### src/rtl/register_read.sv
// register_read: register-read stage between instruction decode and execute.
//
// Takes one decoded 16-bit instruction per cycle, reads the register file,
// builds the operand packet and registers it toward execute. Owns the
// register-file write port used by writeback, inserts a one-cycle bubble on a
// load-use hazard against execute, and honours downstream stall and flush.
//
// Ports
//   clk, rst_n             clock (rising edge), asynchronous active-low reset
//   in_valid / in_ready    upstream handshake for instr / pc_in
//   instr, pc_in           instruction word and its PC (R7 reads as pc_in)
//   out_valid / out_ready  downstream handshake for the packet below
//   instr_out              {op[40:37], dest[36:34], opA[33:18], opB[17:2], cz[1:0]}
//   wr_en_out              packet writes a destination register
//   store_data             SW store data, R[ra]
//   illegal                opcode not handled by this stage
//   flush                  discard the input and the output packet
//   ex_valid, ex_is_load,
//   ex_dest                instruction currently in execute, for load-use
//   wb_en, wb_addr,
//   wb_data                register-file write port
//
// Handshake: a transfer happens on a rising edge where valid and ready are
// both high. in_ready is combinational from flush, the hazard check,
// out_ready and out_valid. While out_valid=1 and out_ready=0 every output
// is held unchanged. A flush, or a cycle with no accepted input, drops
// out_valid (and wr_en_out) at the next edge.
module register_read #(
    parameter int NREGS = 8,
    parameter int XLEN  = 16
) (
    input  logic              clk,
    input  logic              rst_n,
    input  logic              in_valid,
    output logic              in_ready,
    input  logic [15:0]       instr,
    input  logic [XLEN-1:0]   pc_in,
    output logic              out_valid,
    input  logic              out_ready,
    output logic [2*XLEN+8:0] instr_out,
    output logic              wr_en_out,
    output logic [XLEN-1:0]   store_data,
    output logic              illegal,
    input  logic              flush,
    input  logic              ex_valid,
    input  logic              ex_is_load,
    input  logic [2:0]        ex_dest,
    input  logic              wb_en,
    input  logic [2:0]        wb_addr,
    input  logic [XLEN-1:0]   wb_data
);

    localparam logic [3:0] OP_ADD = 4'b0000;
    localparam logic [3:0] OP_ADI = 4'b0001;
    localparam logic [3:0] OP_NDU = 4'b0010;
    localparam logic [3:0] OP_LHI = 4'b0011;
    localparam logic [3:0] OP_LW  = 4'b0100;
    localparam logic [3:0] OP_SW  = 4'b0101;
    localparam logic [3:0] OP_BEQ = 4'b1100;
    localparam logic [2:0] PC_REG = 3'd7;

    // R0..R(NREGS-2) are real storage; the last architectural register is the PC.
    logic [XLEN-1:0]   rf_q [NREGS-1];
    logic [XLEN-1:0]   rf_d [NREGS-1];

    logic              out_valid_q, out_valid_d;
    logic [2*XLEN+8:0] instr_out_q, instr_out_d;
    logic              wr_en_out_q, wr_en_out_d;
    logic [XLEN-1:0]   store_data_q, store_data_d;
    logic              illegal_q, illegal_d;

    logic [3:0]        op;
    logic [2:0]        ra, rb, rc;
    logic [XLEN-1:0]   rd_a, rd_b;
    logic [XLEN-1:0]   imm6_sx, lhi_val;
    logic [XLEN-1:0]   p_a, p_b, p_st;
    logic [2:0]        p_dest;
    logic [1:0]        p_cz;
    logic              p_wr, p_ill;
    logic              use_ra, use_rb;
    logic              hazard;
    logic              accept;

    assign op      = instr[15:12];
    assign ra      = instr[11:9];
    assign rb      = instr[8:6];
    assign rc      = instr[5:3];
    assign imm6_sx = {{(XLEN-6){instr[5]}}, instr[5:0]};
    assign lhi_val = {instr[8:0], 7'b0};

    // Read ports: PC first, then same-cycle writeback bypass, then storage.
    always_comb begin
        rd_a = '0;
        rd_b = '0;
        if (ra == PC_REG)                 rd_a = pc_in;
        else if (wb_en && wb_addr == ra)  rd_a = wb_data;
        else                              rd_a = rf_q[ra];
        if (rb == PC_REG)                 rd_b = pc_in;
        else if (wb_en && wb_addr == rb)  rd_b = wb_data;
        else                              rd_b = rf_q[rb];
    end

    // Operand build and source-usage decode.
    always_comb begin
        p_a    = '0;
        p_b    = '0;
        p_st   = '0;
        p_dest = 3'd0;
        p_cz   = 2'b00;
        p_wr   = 1'b0;
        p_ill  = 1'b0;
        use_ra = 1'b0;
        use_rb = 1'b0;
        case (op)
            OP_ADD, OP_NDU: begin
                p_a = rd_a; p_b = rd_b; p_dest = rc; p_wr = 1'b1; p_cz = instr[1:0];
                use_ra = 1'b1; use_rb = 1'b1;
            end
            OP_ADI: begin
                p_a = rd_a; p_b = imm6_sx; p_dest = rb; p_wr = 1'b1;
                use_ra = 1'b1;
            end
            OP_LHI: begin
                p_b = lhi_val; p_dest = ra; p_wr = 1'b1;
            end
            OP_LW: begin
                p_a = rd_b; p_b = imm6_sx; p_dest = ra; p_wr = 1'b1;
                use_rb = 1'b1;
            end
            OP_SW: begin
                p_a = rd_b; p_b = imm6_sx; p_st = rd_a;
                use_ra = 1'b1; use_rb = 1'b1;
            end
            OP_BEQ: begin
                p_a = rd_a; p_b = rd_b;
                use_ra = 1'b1; use_rb = 1'b1;
            end
            default: p_ill = 1'b1;
        endcase
    end

    // A load in execute cannot forward in time; R7 never comes from a load.
    assign hazard = in_valid && ex_valid && ex_is_load && (ex_dest != PC_REG) &&
                    ((use_ra && ex_dest == ra) || (use_rb && ex_dest == rb));

    assign in_ready = !flush && !hazard && (out_ready || !out_valid_q);
    assign accept   = in_valid && in_ready;

    // Output packet: flush beats stall beats load; otherwise a bubble.
    always_comb begin
        out_valid_d  = out_valid_q;
        instr_out_d  = instr_out_q;
        wr_en_out_d  = wr_en_out_q;
        store_data_d = store_data_q;
        illegal_d    = illegal_q;
        if (flush) begin
            out_valid_d = 1'b0;
            wr_en_out_d = 1'b0;
        end else if (out_valid_q && !out_ready) begin
            // stalled: hold everything
        end else if (accept) begin
            out_valid_d  = 1'b1;
            instr_out_d  = {op, p_dest, p_a, p_b, p_cz};
            wr_en_out_d  = p_wr;
            store_data_d = p_st;
            illegal_d    = p_ill;
        end else begin
            out_valid_d = 1'b0;
            wr_en_out_d = 1'b0;
        end
    end

    // Register-file write port; writes to R7 are dropped, flush does not block writes.
    always_comb begin
        for (int i = 0; i < NREGS - 1; i++) begin
            rf_d[i] = rf_q[i];
            if (wb_en && wb_addr == 3'(i)) rf_d[i] = wb_data;
        end
    end

    always_ff @(posedge clk or negedge rst_n) begin
        if (!rst_n) begin
            out_valid_q  <= 1'b0;
            instr_out_q  <= '0;
            wr_en_out_q  <= 1'b0;
            store_data_q <= '0;
            illegal_q    <= 1'b0;
            for (int i = 0; i < NREGS - 1; i++) rf_q[i] <= '0;
        end else begin
            out_valid_q  <= out_valid_d;
            instr_out_q  <= instr_out_d;
            wr_en_out_q  <= wr_en_out_d;
            store_data_q <= store_data_d;
            illegal_q    <= illegal_d;
            for (int i = 0; i < NREGS - 1; i++) rf_q[i] <= rf_d[i];
        end
    end

    assign out_valid  = out_valid_q;
    assign instr_out  = instr_out_q;
    assign wr_en_out  = wr_en_out_q;
    assign store_data = store_data_q;
    assign illegal    = illegal_q;

endmodule

### config.mk
export PLATFORM = sky130hd
export DESIGN_NAME = register_read
export DESIGN_NICKNAME = d
export VERILOG_FILES = /design/src/rtl/register_read.sv
export SDC_FILE = /design/constraint.sdc
export NUM_CORES = 1
export LEC_CHECK = 0
export CORE_ASPECT_RATIO = 1.1
export CORE_MARGIN = 2
export CORE_UTILIZATION = 50
export CTS_BUF_LIST = sky130_fd_sc_hd__clkbuf_4
export DETAILED_ROUTE_END_ITERATION = 8
export PLACE_DENSITY = 0.79
export SLEW_MARGIN = 25
export SYNTH_ARGS = -nofsm -noshare
export SYNTH_HDL_FRONTEND = slang
export SYNTH_SLANG_ARGS = --single-unit
### constraint.sdc
create_clock -name clk -period 2.1 [get_ports clk]
set_clock_uncertainty 0.05 [all_clocks]
set_input_delay 0.21 -clock clk [delete_from_list [all_inputs] [get_ports clk]]
set_output_delay 0.21 -clock clk [all_outputs]
set_load 0.03 [all_outputs]
==> key figures <==
GRT
  – GR Util met3: 4.78%
  – GR peak layer: met2
  – Initial antenna violation count: 1
  – Vias in the first global route: 8631
  – Overall Global Routing Usage: 29.1%
  – Largest net degree at the start of global routing: 64
  – Global-route wire length before repair: 47.6 mm
  – Remaining Overflow, GRT: 0
  – Met1 GRT Util: 36.4%
  – Met2 usage: 49.1%

Yosys
  – Mean Syn Cell Area: 10.7 sq um
  – Top_reg_cell synth: dfrtp_1
  – Net Count, Synth: 993
  – Synth unique cells: 58
  – Post-synth EDFFs: 0
  – Ys Warns: 0
  – Syn Std Cell Area: 9920 sq um
  – Sequential area share after synthesis: 43.4%
  – Post-synth ARST share: 100%
  – Yosys reg bits: 172
  – Mapped Cells: 931

Drt
  – Vias: 8714
  – Total Wirelength: 30.6 mm
  – Post-route DRC: 0
  – DRT Pass-1 Iters: 5
  – Vias per Instance: 6.34
  – ANT nets after route: 0
  – DR WL/cell: 22.3 microns
  – Initial DRC count: 872

Cells and area
  – Final net count: 1170
  – Final Util: 63.4%
  – Post-route design area: 12500 sq um
  – Area growth syn-to-layout: 25.7%
  – Layout cells sized above 1: 26.7%

Critical path
  – Setup CP Type: reg -> out
  – Worst-path fanout max: 2
  – Required @ worst endpoint: 1840 ps
  – Worst setup EP type: output port
  – CP Cell Sequence: clkdlybuf4s50_1
  – Worst Path Buf+Inv: 1
  – Worst path max stage delay: 700 ps
  – Critical-path top delay cell: clkdlybuf4s50_1
  – Cell family with most CP delay: buffers and inverters
  – Crit path arrival time: 1740 ps
  – Crit start category: register

STA
  – Worst hold-check slack: 14.9 ps
  – RSZ-0062 raised after global routing: false
  – Final Max Tran Viols: 0
  – Tcrit/Tclk final: 95.3%
  – Fin crit period: 2000 ps
  – Worst-Margin Slew: 545 ps
  – Max Clock Freq: 0.500 GHz
  – Post-route setup slack: 99.6 ps
  – Final setup vio count: 0
  – Endpoints failing hold: 0
  – Rel. slew slack: 62.7%

Power
  – Peak VDD IR: 0.377 mV
  – Pwr Density: 730 nW/um^2
  – Leak: 5.26 nW
  – Final Power: 0.00910 W

Floorplanning
  – I/O Pins: 123
  – Core Area: 19700 sq um
  – Initial core utilization: 50.5%
  – Die area: 21000 sq um
  – Die X: 138 microns
  – # rows: 54
  – Die Height: 152 microns

Place
  – Placement-stage cell area: 12100 sq um
  – Gpl congestion: 0.968
  – HPWL after DPL: 22.7 mm
  – Pre-CTS setup slack: -463 ps
  – Count of buffers from port buffering: 122

Worst hold path
  – Worst Hold Class: in -> async

CTS
  – CTS tree: built
  – Clk slew on worst S/H paths: 170 ps
  – TritonCTS buffer count: 17
  – H-tree depth: 4
  – Sink Count: 172
  – Clock root cell: clkbuf_4
  – Clock buffer depth: 2
  – Worst-skew pair later-pin latency: 620 ps

Status
  – Run status: finished, final reports clean

Flow run
  – Max-Cap Viols: 0
-- layout make-up --
| cell class | instances | area, sq um |
|---|---|---|
| fill | 1553 | 7190 |
| multi-input combinational | 668 | 5170 |
| sequential | 172 | 4300 |
| timing repair buffer | 247 | 2350 |
| tap | 252 | 315 |
| clock inverter | 15 | 199 |
| clock buffer | 17 | 128 |
| inverter | 2 | 7.51 |
| antenna | 1 | 2.50 |
-- routing by layer --
metal  up-vias  share of wire (%)
li1       3857                  -
met1      4274                 41
met2       469                 48
met3       114                7.0
met4         0                4.4
met5         -                  0
-- cell usage in the layout, fill, tap and decap left out, types with 18 or more instances in the layout --
master	count
nor2b_1	22
o211ai_1	26
nor2_1	19
mux2_2	116
o21ai_0	42
a21oi_1	22
nand3b_1	18
nand2_1	90
clkdlybuf4s50_1	109
buf_4	109
dfrtp_1	172
mux2i_1	81
-- timing repair --
| item | 4_1_cts | 5_1_grt |
|---|---|---|
| endpoints found under the setup margin | 1 | 1 |
| resized for setup | 14 | 1 |
| hold buffers | 1 | 0 |
| setup buffers | 0 | 1 |
| hold endpoints to repair | 172 | 0 |
| pin swaps | 2 | 1 |
-- report_power, final --
| group | internal, W | leakage, nW | switching (W) |
|---|---|---|---|
| Clock | 0.000775 | 0.168 | 0.00137 |
| Combinational | 0.00134 | 2.93 | 0.00132 |
| Sequential | 0.00387 | 2.16 | 0.000429 |
-- logic make-up (layout without fill, tap and decap cells) --
family	Yosys count	after routing	share of synthesized area, %
compound gates	253	253	18.4
simple gates	204	204	10.6
mux	199	199	21.7
flops	172	172	43.4
buf+inv	91	281	4.83
xor+xnor	12	12	1.06
other cells	0	1	0
-- metrics by stage --
step | instances | TNS (ps)
2_1_floorplan | 931 | 0
3_3_place_gp | 1340 | -22040
3_5_place_dp | 1340 | -21420
4_1_cts | 1372 | 0
5_1_grt | 1374 | 0
6_report | 1374 | 0
-- state kept, by name, indices dropped and copies added (netlist names) --
signal and count:
out_valid 1, illegal 1, wr_en_out 1, rf_q 112
instr_out 41, store_data 16
-- synthesized netlist by cell type, drive strengths merged (2+ instances only) --
| cell | instances | share of area (%) |
|---|---|---|
| o2bb2ai | 3 | 0.33 |
| a22o | 15 | 1.3 |
| a221oi | 18 | 1.7 |
| and3 | 3 | 0.19 |
| xor2 | 6 | 0.53 |
| nor2b | 23 | 1.4 |
| nand2 | 90 | 3.4 |
| o21ai | 59 | 3.0 |
| and4 | 2 | 0.18 |
| nand3b | 19 | 1.5 |
| a2bb2oi | 15 | 1.3 |
| nand4b | 3 | 0.26 |
| a32oi | 5 | 0.44 |
| a22oi | 14 | 1.1 |
| a221o | 16 | 1.6 |
| o211ai | 27 | 2.1 |
| a2111oi | 15 | 1.3 |
| a31oi | 2 | 0.13 |
| a21oi | 23 | 1.2 |
| nand3 | 18 | 1.0 |
| dfrtp | 172 | 43 |
| inv | 2 | 0.076 |
| or2 | 2 | 0.13 |
| o22ai | 12 | 0.76 |
| mux2i | 81 | 8.2 |
| mux2 | 117 | 13 |
| clkbuf | 36 | 1.4 |
| a21o | 2 | 0.15 |
| o31ai | 9 | 0.68 |
| nand2b | 10 | 0.63 |
| nor3b | 3 | 0.38 |
| xnor2 | 6 | 0.53 |
| nor2 | 20 | 0.78 |
| o21a | 7 | 0.53 |
| nor3 | 8 | 0.50 |
| buf | 53 | 3.3 |
| a211oi | 9 | 0.68 |
-- worst paths after layout --
check                                                from                         to  slack, ps  cells after the start
min in group clk                                instr[12]  instr_out[37]$_DFFE_PN0P_         30                      2
worst min-delay path                                rst_n       rf_q[76]$_DFFE_PN0P_         10                      2
max in group asynchronous                           rst_n   instr_out[8]$_DFFE_PN0P_       1260                      3
worst max register to register      rf_q[105]$_DFFE_PN0P_  instr_out[27]$_DFFE_PN0P_        160                      6
worst max-delay path            instr_out[10]$_DFFE_PN0P_              instr_out[10]        100                      1
worst min register to register      wr_en_out$_DFFE_PN0P_      wr_en_out$_DFFE_PN0P_        440                      1
Power figures use the tool's default switching activity.
